--- src/rtl/load_store_unit_pkg.sv ---
// Shared definitions for the data-memory load/store path: access encodings, FSM states, size decode.
package load_store_unit_pkg;

    localparam logic [2:0] MEM_BYTE              = 3'b000;
    localparam logic [2:0] MEM_HALFWORD          = 3'b001;
    localparam logic [2:0] MEM_WORD              = 3'b010;
    localparam logic [2:0] MEM_BYTE_UNSIGNED     = 3'b100;
    localparam logic [2:0] MEM_HALFWORD_UNSIGNED = 3'b101;

    typedef enum logic [1:0] {
        IDLE  = 2'd0,
        BEAT1 = 2'd1,
        BEAT2 = 2'd2,
        DONE  = 2'd3
    } lsu_state_t;

    // Access width in bytes; 0 flags an encoding the unit does not support.
    function automatic logic [2:0] size_bytes(input logic [2:0] ctrl);
        case (ctrl)
            MEM_BYTE, MEM_BYTE_UNSIGNED:         size_bytes = 3'd1;
            MEM_HALFWORD, MEM_HALFWORD_UNSIGNED: size_bytes = 3'd2;
            MEM_WORD:                            size_bytes = 3'd4;
            default:                             size_bytes = 3'd0;
        endcase
    endfunction

endpackage

--- src/rtl/load_store_unit_if.sv ---
// Word-aligned, byte-enabled req/ack data bus; master is the load/store unit, slave the memory responder.
interface load_store_unit_if;
    logic        BUS_Req;
    logic        BUS_W_En;
    logic [31:0] BUS_Addr;
    logic [3:0]  BUS_Byte_En;
    logic [31:0] BUS_W_Data;
    logic [31:0] BUS_R_Data;
    logic        BUS_Ack;

    modport master (
        output BUS_Req, BUS_W_En, BUS_Addr, BUS_Byte_En, BUS_W_Data,
        input  BUS_R_Data, BUS_Ack
    );

    modport slave (
        input  BUS_Req, BUS_W_En, BUS_Addr, BUS_Byte_En, BUS_W_Data,
        output BUS_R_Data, BUS_Ack
    );
endinterface

--- src/rtl/load_store_unit_lane_align.sv ---
// Byte-lane steering for both beats of an access plus little-endian load merge and sign/zero extension.
// Latency: purely combinational; backpressure: none.
module lsu_lane_align
    import load_store_unit_pkg::*;
(
    input  logic [1:0]  Offset,
    input  logic [2:0]  Control,
    input  logic [31:0] W_Data,
    input  logic [31:0] D1,
    input  logic [31:0] D2,
    output logic        Valid,
    output logic        Split,
    output logic [3:0]  Byte_En_1,
    output logic [3:0]  Byte_En_2,
    output logic [31:0] W_Data_1,
    output logic [31:0] W_Data_2,
    output logic [31:0] R_Data
);

    logic [2:0]  size;
    logic [3:0]  mask;
    logic [5:0]  sh;
    logic [31:0] raw;

    always_comb begin
        size  = size_bytes(Control);
        Valid = (size != 3'd0);
        Split = ({2'b00, Offset} + {1'b0, size}) > 4'd4;

        case (size)
            3'd1:    mask = 4'h1;
            3'd2:    mask = 4'h3;
            3'd4:    mask = 4'hF;
            default: mask = 4'h0;
        endcase

        // Shifts by 32 yield zero, which is exactly the empty second beat of an aligned access.
        sh        = {1'b0, Offset, 3'b000};
        Byte_En_1 = mask << Offset;
        Byte_En_2 = mask >> (3'd4 - {1'b0, Offset});
        W_Data_1  = W_Data << sh;
        W_Data_2  = W_Data >> (6'd32 - sh);

        raw = (D1 >> sh) | (Split ? (D2 << (6'd32 - sh)) : 32'd0);

        case (Control)
            MEM_BYTE:              R_Data = {{24{raw[7]}}, raw[7:0]};
            MEM_BYTE_UNSIGNED:     R_Data = {24'd0, raw[7:0]};
            MEM_HALFWORD:          R_Data = {{16{raw[15]}}, raw[15:0]};
            MEM_HALFWORD_UNSIGNED: R_Data = {16'd0, raw[15:0]};
            MEM_WORD:              R_Data = raw;
            default:               R_Data = 32'd0;
        endcase
    end

endmodule

--- src/rtl/load_store_unit.sv ---
// Memory-stage load/store initiator: runs each access as one or two word-aligned req/ack beats.
// Latency: 3 cycles aligned zero-wait, +2 for a split, +wait states; Stall holds the pipeline throughout.
module load_store_unit
    import load_store_unit_pkg::*;
#(
    parameter bit ALLOW_SPLIT = 1'b1
) (
    input  logic                     CLK,
    input  logic                     RST_N,
    input  logic                     MEM_Req,
    input  logic                     MEM_W_En,
    input  logic [2:0]               MEM_Control,
    input  logic [31:0]              Addr,
    input  logic [31:0]              W_Data,
    output logic                     Stall,
    output logic                     Done,
    output logic [31:0]              R_Data,
    output logic                     Misaligned,
    load_store_unit_if.master        bus
);

    lsu_state_t  state_q, state_d;

    logic        w_en_q;
    logic [2:0]  ctrl_q;
    logic [1:0]  off_q;
    logic [31:0] wdata_q;
    logic [31:0] d1_q;
    logic [31:0] r_data_q;
    logic        misal_q;

    logic        bus_req_q;
    logic        bus_w_en_q;
    logic [31:0] bus_addr_q;
    logic [3:0]  bus_be_q;
    logic [31:0] bus_wdata_q;

    logic        in_idle;
    logic [1:0]  la_off;
    logic [2:0]  la_ctrl;
    logic [31:0] la_wdata;
    logic [31:0] la_d1;
    logic        la_valid;
    logic        la_split;
    logic [3:0]  la_be1, la_be2;
    logic [31:0] la_wd1, la_wd2;
    logic [31:0] la_r_data;
    logic        reject_split;
    logic        accept;
    logic        beat_ack;

    // In IDLE the lane math runs on the live request so beat 1 can be registered at accept.
    assign in_idle      = (state_q == IDLE);
    assign la_off       = in_idle ? Addr[1:0]   : off_q;
    assign la_ctrl      = in_idle ? MEM_Control : ctrl_q;
    assign la_wdata     = in_idle ? W_Data      : wdata_q;
    assign la_d1        = (state_q == BEAT1) ? bus.BUS_R_Data : d1_q;
    assign reject_split = la_valid && la_split && (ALLOW_SPLIT == 1'b0);
    assign accept       = MEM_Req && la_valid && !reject_split;
    assign beat_ack     = bus_req_q && bus.BUS_Ack;

    lsu_lane_align u_lane_align (
        .Offset    (la_off),
        .Control   (la_ctrl),
        .W_Data    (la_wdata),
        .D1        (la_d1),
        .D2        (bus.BUS_R_Data),
        .Valid     (la_valid),
        .Split     (la_split),
        .Byte_En_1 (la_be1),
        .Byte_En_2 (la_be2),
        .W_Data_1  (la_wd1),
        .W_Data_2  (la_wd2),
        .R_Data    (la_r_data)
    );

    always_ff @(posedge CLK or negedge RST_N) begin
        if (!RST_N) state_q <= IDLE;
        else        state_q <= state_d;
    end

    always_comb begin
        state_d = state_q;
        case (state_q)
            IDLE:  if (MEM_Req) state_d = accept ? BEAT1 : DONE;
            BEAT1: if (beat_ack) state_d = la_split ? BEAT2 : DONE;
            BEAT2: if (beat_ack) state_d = DONE;
            DONE:  state_d = IDLE;
            default: state_d = IDLE;
        endcase
    end

    // Stall is forced low under reset so every output reads zero while RST_N is asserted.
    always_comb begin
        Stall      = RST_N && ((state_q == BEAT1) || (state_q == BEAT2) || (in_idle && MEM_Req));
        Done       = (state_q == DONE);
        Misaligned = (state_q == DONE) && misal_q;
    end

    always_ff @(posedge CLK or negedge RST_N) begin
        if (!RST_N) begin
            w_en_q      <= 1'b0;
            ctrl_q      <= 3'd0;
            off_q       <= 2'd0;
            wdata_q     <= 32'd0;
            d1_q        <= 32'd0;
            r_data_q    <= 32'd0;
            misal_q     <= 1'b0;
            bus_req_q   <= 1'b0;
            bus_w_en_q  <= 1'b0;
            bus_addr_q  <= 32'd0;
            bus_be_q    <= 4'd0;
            bus_wdata_q <= 32'd0;
        end else begin
            case (state_q)
                IDLE: if (MEM_Req) begin
                    w_en_q  <= MEM_W_En;
                    ctrl_q  <= MEM_Control;
                    off_q   <= Addr[1:0];
                    wdata_q <= W_Data;
                    misal_q <= reject_split;
                    if (accept) begin
                        bus_req_q   <= 1'b1;
                        bus_w_en_q  <= MEM_W_En;
                        bus_addr_q  <= {Addr[31:2], 2'b00};
                        bus_be_q    <= la_be1;
                        bus_wdata_q <= la_wd1;
                    end else begin
                        r_data_q <= 32'd0;
                    end
                end
                BEAT1: if (beat_ack) begin
                    bus_req_q <= 1'b0;
                    d1_q      <= bus.BUS_R_Data;
                    if (!la_split && !w_en_q) r_data_q <= la_r_data;
                end
                // First BEAT2 cycle is the mandatory idle gap; beat 2 is launched from it.
                BEAT2: if (!bus_req_q) begin
                    bus_req_q   <= 1'b1;
                    bus_addr_q  <= bus_addr_q + 32'd4;
                    bus_be_q    <= la_be2;
                    bus_wdata_q <= la_wd2;
                end else if (bus.BUS_Ack) begin
                    bus_req_q <= 1'b0;
                    if (!w_en_q) r_data_q <= la_r_data;
                end
                default: ;
            endcase
        end
    end

    assign R_Data          = r_data_q;
    assign bus.BUS_Req     = bus_req_q;
    assign bus.BUS_W_En    = bus_w_en_q;
    assign bus.BUS_Addr    = bus_addr_q;
    assign bus.BUS_Byte_En = bus_be_q;
    assign bus.BUS_W_Data  = bus_wdata_q;

endmodule

--- src/flat_wrapper.sv ---
// flat-port wrapper written by rule: the top's interface ports become plain ports
module load_store_unit_flat import load_store_unit_pkg::*;
#(
    parameter bit ALLOW_SPLIT = 1'b1
)
  (CLK, RST_N, MEM_Req, MEM_W_En, MEM_Control, Addr, W_Data, Stall, Done, R_Data, Misaligned, bus_BUS_Req, bus_BUS_W_En, bus_BUS_Addr, bus_BUS_Byte_En, bus_BUS_W_Data, bus_BUS_R_Data, bus_BUS_Ack);
  load_store_unit_if bus_i ();
  input  logic CLK;
  input  logic RST_N;
  input  logic MEM_Req;
  input  logic MEM_W_En;
  input  logic [2:0] MEM_Control;
  input  logic [31:0] Addr;
  input  logic [31:0] W_Data;
  output logic Stall;
  output logic Done;
  output logic [31:0] R_Data;
  output logic Misaligned;
  output wire logic [$bits(bus_i.BUS_Req)-1:0] bus_BUS_Req;
  output wire logic [$bits(bus_i.BUS_W_En)-1:0] bus_BUS_W_En;
  output wire logic [$bits(bus_i.BUS_Addr)-1:0] bus_BUS_Addr;
  output wire logic [$bits(bus_i.BUS_Byte_En)-1:0] bus_BUS_Byte_En;
  output wire logic [$bits(bus_i.BUS_W_Data)-1:0] bus_BUS_W_Data;
  input wire logic [$bits(bus_i.BUS_R_Data)-1:0] bus_BUS_R_Data;
  input wire logic [$bits(bus_i.BUS_Ack)-1:0] bus_BUS_Ack;
  assign bus_BUS_Req = bus_i.BUS_Req;
  assign bus_BUS_W_En = bus_i.BUS_W_En;
  assign bus_BUS_Addr = bus_i.BUS_Addr;
  assign bus_BUS_Byte_En = bus_i.BUS_Byte_En;
  assign bus_BUS_W_Data = bus_i.BUS_W_Data;
  assign bus_i.BUS_R_Data = bus_BUS_R_Data;
  assign bus_i.BUS_Ack = bus_BUS_Ack;
  load_store_unit #(.ALLOW_SPLIT(ALLOW_SPLIT)) u_core (.CLK(CLK), .RST_N(RST_N), .MEM_Req(MEM_Req), .MEM_W_En(MEM_W_En), .MEM_Control(MEM_Control), .Addr(Addr), .W_Data(W_Data), .Stall(Stall), .Done(Done), .R_Data(R_Data), .Misaligned(Misaligned), .bus(bus_i));
endmodule
--- config.mk ---
export PLATFORM = sky130hd
export DESIGN_NAME = load_store_unit_flat
export DESIGN_NICKNAME = d
export VERILOG_FILES = /design/src/rtl/load_store_unit_pkg.sv /design/src/rtl/load_store_unit_if.sv /design/src/rtl/load_store_unit_lane_align.sv /design/src/rtl/load_store_unit.sv /design/src/flat_wrapper.sv
export SDC_FILE = /design/constraint.sdc
export NUM_CORES = 1
export LEC_CHECK = 0
export BUFFER_PORTS_ARGS = -buffer_cell sky130_fd_sc_hd__buf_2
export CELL_PAD_IN_SITES_DETAIL_PLACEMENT = 1
export CELL_PAD_IN_SITES_GLOBAL_PLACEMENT = 1
export CORE_UTILIZATION = 39
export CTS_CLUSTER_SIZE = 12
export DETAILED_ROUTE_END_ITERATION = 6
export GPL_ROUTABILITY_DRIVEN = 0
export GPL_TIMING_DRIVEN = 0
export PLACE_DENSITY = 0.86
export SYNTH_ARGS = -nofsm -noshare
export SYNTH_HDL_FRONTEND = slang
export SYNTH_SLANG_ARGS = --single-unit
--- constraint.sdc ---
create_clock -name CLK -period 3.5 [get_ports CLK]
set_input_delay 0 -clock CLK [delete_from_list [all_inputs] [get_ports CLK]]
set_output_delay 0 -clock CLK [all_outputs]
set_load 0.02 [all_outputs]
== Word level (Yosys, flattened, before mapping) ==
Cells that the tools add are included.

* Add/sub/neg operators: 4
* $mul: 0
* Div/mod/pow operators: 0
* $lt $le $gt $ge: 1
* Equality and inequality tests: 20
* Shift-type cells: 6
* Mux-type cells: 40
* Bitwise operators: 1
* Reductions and logical operators: 23

{| class="wikitable"
|+ Operator list
! operator !! count
|-
| 2-to-1 mux 32 bit || 16
|-
| one-hot mux 32 bit (5 select lines) || 1
|-
| one-hot mux 32 bit (2 select lines) || 2
|-
| one-hot mux 32 bit (3 select lines) || 1
|-
| adder 32 x 3 -> 32 bit (second input constant) || 1
|-
| OR 32 bit || 1
|-
| << shifter 32 x 5 -> 32 bit || 1
|-
| << shifter 32 x 6 -> 32 bit || 1
|-
| right shift 32 x 5 -> 32 bit || 1
|-
| right shift 32 x 6 -> 32 bit || 1
|-
| != test 2 bit (second input constant) || 7
|-
| 2-to-1 mux 4 bit || 3
|-
| one-hot mux 4 bit (3 select lines) || 1
|-
| 2-to-1 mux 2 bit || 5
|-
| == test 3 bit (second input constant) || 3
|-
| one-hot mux 3 bit (3 select lines) || 1
|-
| one-hot mux 2 bit (4 select lines) || 1
|-
| one-hot mux 4 bit (2 select lines) || 1
|-
| AND reduction 4 bit || 2
|-
| AND reduction 8 bit || 1
|-
| == test 3 x 1 -> 1 bit (second input constant) || 2
|-
| == test 3 x 2 -> 1 bit (second input constant) || 2
|-
| 2-to-1 mux 1 bit || 6
|-
| != test 2 x 1 -> 1 bit (second input constant) || 3
|-
| other kinds (20) || 31
|}

* Register bits: 174
* Bits in latches: 0
* Bits in writable memories: 0
* Bits in read-only memories: 0
* Bits of input ports: 104
* Logic and storage cells: 107
* Memories kept: 0

== Longest topological paths before layout ==
Gate-level depths: netlist (run 1).

* Depth in word-level cells: 14
* Depth in mapped cells: 16
* Depth with buffers taken out: 12

== Modules after synthesis ==
From an unflattened synthesis (run 1), not the netlist that was laid out.

* Cell total of the unflattened synthesis: 1230
* Area total of the unflattened synthesis: 11400.9 um2

{| class="wikitable"
|+ By module, submodules not included
! module !! times used !! cells each !! area an instance (um2) !! sequential area each (um2)
|-
| load_store_unit || 1 || 795 || 8729.6 || 4304.1
|-
| lsu_lane_align || 1 || 435 || 2671.3 || 0.0
|}

== Worst setup path before layout (run 1) ==
No wires, ideal clock.

* Kind: flip-flop to flip-flop
* Start point: register u_core.state_q[0]
* End point: register u_core.r_data_q[20] (netlist: u_core.R_Data[20])
* Library setup time: 138 ps
* Data arrival time: 3593 ps
* Required time: 3362 ps
* Path slack: -232 ps
* Cell stages (with the launch flop): 16
* Buffers on the path: 4
* Period minus slack after synthesis: 3732 ps
* Cell sequence: dfrtp_1 inv_1 ha_1 buf_6 mux2_2 buf_1 buf_1 ha_1 fa_1 o21bai_1 a22oi_4 o2111ai_1 a21oi_1 o21bai_2 buf_4 o211ai_1

* Longest elaborated chain between the ends: 14
* Elaborated cells on any way between the ends: 41
* Those cells by class: 2 x add/sub; 1 x order compare; 13 x eq/ne; 2 x shift; 12 x mux; 1 x bitwise; 10 x reduce/logical

{| class="wikitable"
|+ RTL lines
! item !! RTL line !! RTL
|-
| start, declared || load_store_unit.sv:22 || <nowiki>lsu_state_t state_q, state_d;</nowiki>
|-
| start signal, assigned || load_store_unit.sv:79 || <nowiki>else state_q <= state_d;</nowiki>
|-
| logical NOT 2 bit || load_store_unit.sv:53, load_store_unit.sv:115 ||
|-
| 2-to-1 mux 3 bit || load_store_unit.sv:55 || <nowiki>assign la_ctrl = in_idle ? MEM_Control : ctrl_q;</nowiki>
|-
| == test 3 bit (tied with other cells) || load_store_unit_pkg.sv:19, load_store_unit_lane_align.sv:46 ||
|-
| OR reduction 2 bit || load_store_unit_pkg.sv:19 || <nowiki>case (ctrl)</nowiki>
|-
| one-hot mux 3 bit (3 select lines) || load_store_unit_pkg.sv:19 ||
|-
| adder 2 x 3 -> 4 bit || load_store_unit_lane_align.sv:28 || <nowiki>Split = ({2'b00, Offset} + {1'b0, size}) > 4'd4;</nowiki>
|-
| > comparator 4 x 3 -> 1 bit || load_store_unit_lane_align.sv:28 ||
|-
| 2-to-1 mux 32 bit || load_store_unit_lane_align.sv:44 || <nowiki>raw = (D1 >> sh) | (Split ? (D2 << (6'd32 - sh)) : 32'd0);</nowiki>
|-
| OR 32 bit || load_store_unit_lane_align.sv:44 ||
|-
| one-hot mux 32 bit (5 select lines) || load_store_unit_lane_align.sv:46 || <nowiki>case (Control)</nowiki>
|-
| 2-to-1 mux 32 bit || load_store_unit.sv:145 || <nowiki>if (!w_en_q) r_data_q <= la_r_data;</nowiki>
|-
| 2-to-1 mux 32 bit || load_store_unit.sv:143 || <nowiki>end else if (bus.BUS_Ack) begin</nowiki>
|-
| 2-to-1 mux 32 bit || load_store_unit.sv:138 || <nowiki>BEAT2: if (!bus_req_q) begin</nowiki>
|-
| one-hot mux 32 bit (3 select lines) || load_store_unit.sv:115 || <nowiki>case (state_q)</nowiki>
|-
| end signal, assigned || load_store_unit.sv:135 || <nowiki>if (!la_split && !w_en_q) r_data_q <= la_r_data;</nowiki>
|-
| end signal, assigned || load_store_unit.sv:145 ||
|-
| end, declared || load_store_unit.sv:29 || <nowiki>logic [31:0] r_data_q;</nowiki>
|}

Several ways; a longest one is shown, not always the timed one. The select of a mux whose other input is x is not followed.
A chain may end at the register's enable or synchronous reset.

== Final worst setup path (run 1) ==
* Start point: register u_core.state_q[1]
* End point: register u_core.r_data_q[14] (netlist: u_core.R_Data[14])

The elaborated chain is that of the path after synthesis.

==> impl_metrics.json, run 1 <==
{
  "rsz0062_at_grt": "yes",
  "clock-root-buffer": "clkbuf_16",
  "leakage_nw": 6.16,
  "h-tree-depth": 4,
  "whs_path_depth": 3,
  "vdd_drop_max_uv": 700,
  "p_seq_share_pct": 21.1,
  "crit_chain": "inv_2 > ha_4 > buf_12 > buf_12 > o32ai_4 > ha_4 > fa_1 > o21bai_2 > a22oi_4 > buf_6 > nor2_4 > nor3_4 > a311o_1 > a221o_1",
  "syn-cell-area_mm2": 0.0107,
  "timing.final.setup_violations": 24,
  "fin_util_pct": 53.3,
  "clkPwrFrac_pct": 10.6,
  "num_rows": 60,
  "swShare_pct": 52.8,
  "final_layout_size_suffix_gt1_share_pct": 34.7,
  "drt_pass1_iterations": 7,
  "drc": 1,
  "synth-seq-cells": 172,
  "required_ns": 3.83,
  "via_per_inst": 6.68,
  "clk_latency_ns": 0.46,
  "grt_max_degree": 93,
  "start_kind": "flop",
  "num-fill-cells": 2999,
  "place_ws_ns": -1.23,
  "relSlewSlack_pct": 32.8,
  "hold_violations": 0,
  "setup_slack_ns": -0.184,
  "netSwitchingPower_w": 0.00935,
  "r2r_slack_ns": -0.18,
  "async_flop_share_pct": 100,
  "synth-edff-count": 0,
  "yosysSeqAreaShare_pct": 40.3,
  "first_iter_violations": 1699,
  "grt-ovfl-total": 0,
  "combinationalPowerShare_pct": 68.3,
  "die_x_um": 167,
  "timing.fmax_mhz": 271,
  "antenna_left": 0,
  "fin_crit_sh_pct": 105,
  "synth_top_area_share_pct": 40.3,
  "slowest_stage": "fa_1",
  "status": "complete, but fails checks",
  "clkSinkCount": 172,
  "crit_path_max_incr_delay_ns": 0.48,
  "grt_use_total_pct": 32.8,
  "critPathCaptureType": "flop",
  "internal_power_w": 0.00834,
  "port_buffers": 205,
  "ys_types": 71,
  "fin_worst_skew_ns": 0.0117,
  "via_count": 11800,
  "worst_pin_slew_ns": 1.00,
  "path_max_fanout": 8,
  "boundaryPins": 209,
  "hp-class": "in -> reg",
  "pwr_density_cell_mw_per_mm2": 1230,
  "diodes": 0,
  "drv_slew": 0,
  "layout_common_cells": "buf_2, dfrtp_1, nand2_1",
  "design.core.area_mm2": 0.0269,
  "cp.arrival_ns": 4.02,
  "maxCapViolations": 0,
  "area_delta_synth_final_pct": 34.3,
  "die_area_mm2": 0.0280,
  "totalWireLength_um": 49100,
  "reg2regPathDepth": 14,
  "grt_pass1_vias": 11900,
  "fp.dieH_um": 167,
  "violations": "design-rule violations, negative setup slack",
  "clk_path_buf_depth": 2,
  "clk_pin_slew_ns": 0.07,
  "dp_hpwl_um": 29400,
  "period_minus_slack_ns": 3.68,
  "netlist_instances": 1060,
  "cts_tree": "yes",
  "ys_warn_count": 0,
  "cts_made_buffers": 17,
  "synthTopCellsByArea": "dfrtp_1, mux2_2, mux4_2",
  "drt-wirelength-per-cell_um": 27.9,
  "initial_utilization_pct": 39.7,
  "nets": 1525,
  "criticalPathCategory": "reg -> reg",
  "grt_pass1_wl_um": 69700,
  "ys.flop_type": "dfrtp_1",
  "synth_area_per_cell_um2": 10.1,
  "antenna_found_initial": 0,
  "synth_top_cell_by_area": "dfrtp_1",
  "mostFrequentLayoutCell": "buf_2"
}
-- what timing repair did --
action                                  in CTS  in global routing
setup buffers                               10                 20
endpoints found under the hold margin      184                  0
cloned                                       0                  0
pin swaps                                    9                 32
resized for setup                           59                 49
endpoints found under the setup margin      69                 81
hold buffers                               102                  0
-- registers in the layout (all words and copies together), names as in the netlist --
register                cells
u_core.bus.BUS_Byte_En      4
u_core.bus.BUS_W_Data      32
u_core.w_en_q               1
u_core.d1_q                32
u_core.bus.BUS_W_En         1
u_core.off_q                2
u_core.bus.BUS_Addr        30
u_core.state_q              2
u_core.ctrl_q               3
u_core.wdata_q             32
u_core.bus.BUS_Req          1
u_core.R_Data              32
-- stage by stage --
stage / instance area [um2] / setup TNS, ns / hold WS, ns / instances / total power [W]
after CTS: 14000 / 0 / 0.0239 / 1745 / 0.0160
after global placement: 12200 / -110.20 / 0.235 / 1608 / 0.0131
after detailed placement: 12200 / -55.46 / 0.0413 / 1609 / 0.0135
final: 14300 / -2.03 / 0.0399 / 1763 / 0.0177
after global routing: 14300 / -3.29 / 0.0736 / 1763 / 0.0181
after floorplan: 10700 / 0 / -0.296 / 1062 / 0.0103
-- per-layer routing --
layer / track usage [%] / wire length (um) / share of wire (%) / vias up
met2: 51.8 / 22400 / 46 / 1022
met1: 40.6 / 18500 / 38 / 5744
met4: 17.9 / 2850 / 5.8 / 0
met5: 0 / 0 / 0 / -
met3: 8.98 / 5330 / 11 / 303
li1: - / - / - / 4707
-- cell families after synthesis --
kind of cell               count (synthesis)  synth area share [%]
AOI/OAI and AO/OA                        321                  20.6
adders and majority gates                 10                  1.24
buffers and inverters                     99                  4.11
DFF                                      172                  40.3
muxes                                    186                  22.1
other                                      1                0.0351
and+or+nand+nor                          271                  11.6
-- layout make-up --
| cell class | instances | area (um2) | share of cell area (%) |
|---|---|---|---|
| repair buffers | 338 | 2340 | 16.3 |
| multi-input cells | 791 | 6190 | 43.2 |
| well taps | 341 | 427 | 2.98 |
| clock buffers | 18 | 439 | 3.06 |
| plain buffers | 78 | 475 | 3.32 |
| clock inverters | 12 | 105 | 0.733 |
| inverters | 13 | 53.8 | 0.375 |
| flip-flops and latches | 172 | 4310 | 30.0 |
-- Yosys cell counts, types with 3 or more instances --
cell type    n
a221oi_1    10
o21a_1      14
and3_1       3
dfrtp_1    172
a2bb2oi_1    5
o221ai_1    12
mux4_2      29
nand2_1    113
o21ai_0     77
nand4_1      4
and2_1      11
a32oi_1      7
o31ai_1      3
o22ai_1     17
or4_1        3
ha_1         9
a22o_1       3
buf_2       27
buf_1       11
nor2_1      69
a211oi_1    10
a31oi_1     14
clkbuf_1    40
a311o_1      7
mux2_2     101
o21bai_1     3
nor3_1      16
and4_1       3
o211ai_1    22
or3_1        4
mux2i_1     55
a22oi_1     34
a21oi_1     51
inv_1       11
nand3_1     28
a221o_1     11
buf_4        7
-- path summary, 6_finish.rpt --
path / from / end
max in group asynchronous: RST_N / u_core.wdata_q[26]
worst min register to register: u_core.R_Data[15] / u_core.R_Data[15]
min in group asynchronous: RST_N / u_core.R_Data[29]
worst min-delay path: MEM_Req / u_core.off_q[1]
worst max-delay path: u_core.state_q[1] / u_core.R_Data[14]
worst max register to register: u_core.state_q[1] / u_core.R_Data[14]
-- power groups by stage --
stage / combinational (W) / sequential (W) / clock (W)
CTS: 0.0105 / 0.00362 / 0.00185
global route: 0.0124 / 0.00380 / 0.00194
finish: 0.0121 / 0.00373 / 0.00188
detailed placement: 0.00986 / 0.00365 / 0
floorplan: 0.00634 / 0.00396 / 0
global placement: 0.00953 / 0.00357 / 0
-- critical path, delay by kind of cell (launching register included) --
family,cells,cell delay (ns)
buf+inv,4,0.51
fa+ha+maj,3,0.89
simple gates,2,0.31
compound gates,5,1.48
flops,1,0.37
Power figures use the tool's default switching activity.
==> run 2, diff against run 1 <==
Settings changed: CORE_UTILIZATION 39 to 30, PLACE_DENSITY 0.86 to 0.71.
==> run 2 against run 1 <==
Against the previous run: the flow now finishes without violations; via count fell by 10%; clock power rose by 14%; combinational power fell by 9%; critical path depth fell by 1; wire length fell by 11%; final area rose by 0.28%; sequential share of layout area fell by 0.084 points; utilization fell by 12 points; worst hold slack got worse by 0.0076 ns.
==> impl_metrics.json, run 2 (synthesized netlist as in run 1, its figures left out) <==
{
  "clock-root-buffer": "clkbuf_16",
  "maxCapViolations": 0,
  "cpMostUsedCell": "buf_12",
  "final_layout_size_suffix_gt1_share_pct": 33.2,
  "first_iter_violations": 768,
  "via_count": 10500,
  "drt-wirelength-per-cell_um": 23.2,
  "clk_pin_slew_ns": 0.07,
  "crit_chain": "inv_2 > ha_4 > buf_12 > buf_12 > o32ai_4 > ha_4 > fa_1 > o2111a_4 > o21ai_4 > buf_12 > nor2_4 > a221oi_1 > o21ai_0",
  "path_buf_inv": 4,
  "grt_max_degree": 95,
  "boundaryPins": 209,
  "area_delta_synth_final_pct": 34.7,
  "fin_util_pct": 41.3,
  "setup_slack_ns": 0.0129,
  "layout_common_cells": "buf_2, dfrtp_1, nand2_1",
  "design.core.area_mm2": 0.0348,
  "fin_worst_skew_ns": 0.0109,
  "slowest_stage": "a221oi_1",
  "timing.fmax_mhz": 287,
  "crit_path_max_incr_delay_ns": 0.55,
  "dp_hpwl_um": 31300,
  "start_kind": "flop",
  "path_max_fanout": 8,
  "whs_ns": 0.0324,
  "nets": 1516,
  "pwr_density_cell_mw_per_mm2": 1170,
  "timing.final.setup_violations": 0,
  "grt_pass1_vias": 11000,
  "antenna_found_initial": 3,
  "hp-class": "in -> reg",
  "place_ws_ns": -1.31,
  "clk_latency_ns": 0.45,
  "period_minus_slack_ns": 3.49,
  "drv_slew": 0,
  "swShare_pct": 49.8,
  "worst_pin_slew_ns": 1.02,
  "fp.dieH_um": 191,
  "h-tree-depth": 4,
  "num_rows": 68,
  "relSlewSlack_pct": 31.1,
  "clk_path_buf_depth": 2,
  "mostFrequentLayoutCell": "buf_2",
  "leakage_nw": 6.11,
  "grt_pass1_wl_um": 65900,
  "die_x_um": 191,
  "internal_power_w": 0.00841,
  "fin_crit_sh_pct": 99.6,
  "cts_tree": "yes",
  "critPathCaptureType": "flop",
  "totalWireLength_um": 43500,
  "port_buffers": 205,
  "crit_family": "compound AO/OA/AOI/OAI gates",
  "combinationalPowerShare_pct": 65.5,
  "hold_violations": 0,
  "cp.arrival_ns": 3.79,
  "required_ns": 3.81,
  "via_per_inst": 5.63,
  "antenna_left": 0,
  "drc": 0,
  "dpl-instance-area_mm2": 0.0123,
  "final_area_mm2": 0.0144,
  "setup_tns_ns": 0,
  "criticalPathCategory": "reg -> reg",
  "grt_use_total_pct": 24.1,
  "clkSinkCount": 172,
  "drt_pass1_iterations": 7,
  "clkPwrFrac_pct": 12.8,
  "vdd_drop_max_uv": 631,
  "cts_made_buffers": 17,
  "grt-ovfl-total": 0,
  "status": "completed",
  "p_seq_share_pct": 21.6,
  "netSwitchingPower_w": 0.00835,
  "die_area_mm2": 0.0363,
  "initial_utilization_pct": 30.7
}
[run 2: cell types whose count changed in the layout (fill, tap and decap cells not counted), moves of 3 or more]
cell       delta
buf_4         -7
clkbuf_1      +4
bufinv_16     +4
clkbuf_2      -5
o21ai_0       +5
a221oi_2      -4
diode_2       +3
a221oi_1      +4
[run 2: layout make-up]
type / count / area [um2]
buffer: 79 / 455
clock inverter: 14 / 205
multi-input combinational: 791 / 6090
sequential: 172 / 4310
clock buffer: 18 / 439
fill: 3925 / 20400
tap: 455 / 569
antenna: 3 / 7.51
timing repair buffer: 328 / 2250
inverter: 13 / 51.3
[run 2: tightest hold or removal path: cells and delay by family]
family                 cells  cell delay (ns)
buffers and inverters      1             0.14
AND/OR/NAND/NOR            1             0.14
multiplexers               1             0.17
[run 2: repair_timing]
| item | in CTS | in global routing |
|---|---|---|
| setup buffers | 13 | 7 |
| pin swaps | 9 | 6 |
| endpoints found under the setup margin | 69 | 79 |
| endpoints found under the hold margin | 184 | 0 |
| resized for setup | 54 | 17 |
| hold buffers | 102 | 0 |
[run 2: metal layers]
metal	GRT usage, %	part of all wire [%]	vias up
met5	0	0	-
met4	9.35	2.8	0
met3	5.19	7.0	78
met2	37.9	46	450
met1	32.1	44	5321
li1	-	-	4699
[run 2: metrics by stage]
step                power (W)  instances
finish                 0.0168       1873
detailed placement     0.0137       1723
global placement       0.0133       1722
CTS                    0.0164       1864
floorplan              0.0103       1062
global route           0.0176       1873
[run 2: path summary, 6_finish.rpt]
check | start | end | slack (ns) | cells after the start
setup reg to reg | u_core.state_q[1] | u_core.R_Data[1] | 0.01 | 13
setup / recovery | u_core.state_q[1] | u_core.R_Data[1] | 0.01 | 13
hold / removal | MEM_Req | u_core.ctrl_q[2] | 0.03 | 3
hold reg to reg | u_core.bus.BUS_W_Data[9] | u_core.bus.BUS_W_Data[9] | 0.48 | 2
max in group asynchronous | RST_N | u_core.bus.BUS_W_Data[4] | 2.46 | 3
min in group asynchronous | RST_N | u_core.R_Data[3] | 0.12 | 2
[run 2: power groups by stage]
stage          registers, W  clock network [W]  logic (W)
6_report            0.00363            0.00215     0.0110
5_1_grt             0.00373            0.00224     0.0117
4_1_cts             0.00361            0.00218     0.0106
3_5_place_dp        0.00365                  0     0.0100
3_3_place_gp        0.00358                  0    0.00976
2_1_floorplan       0.00396                  0    0.00634
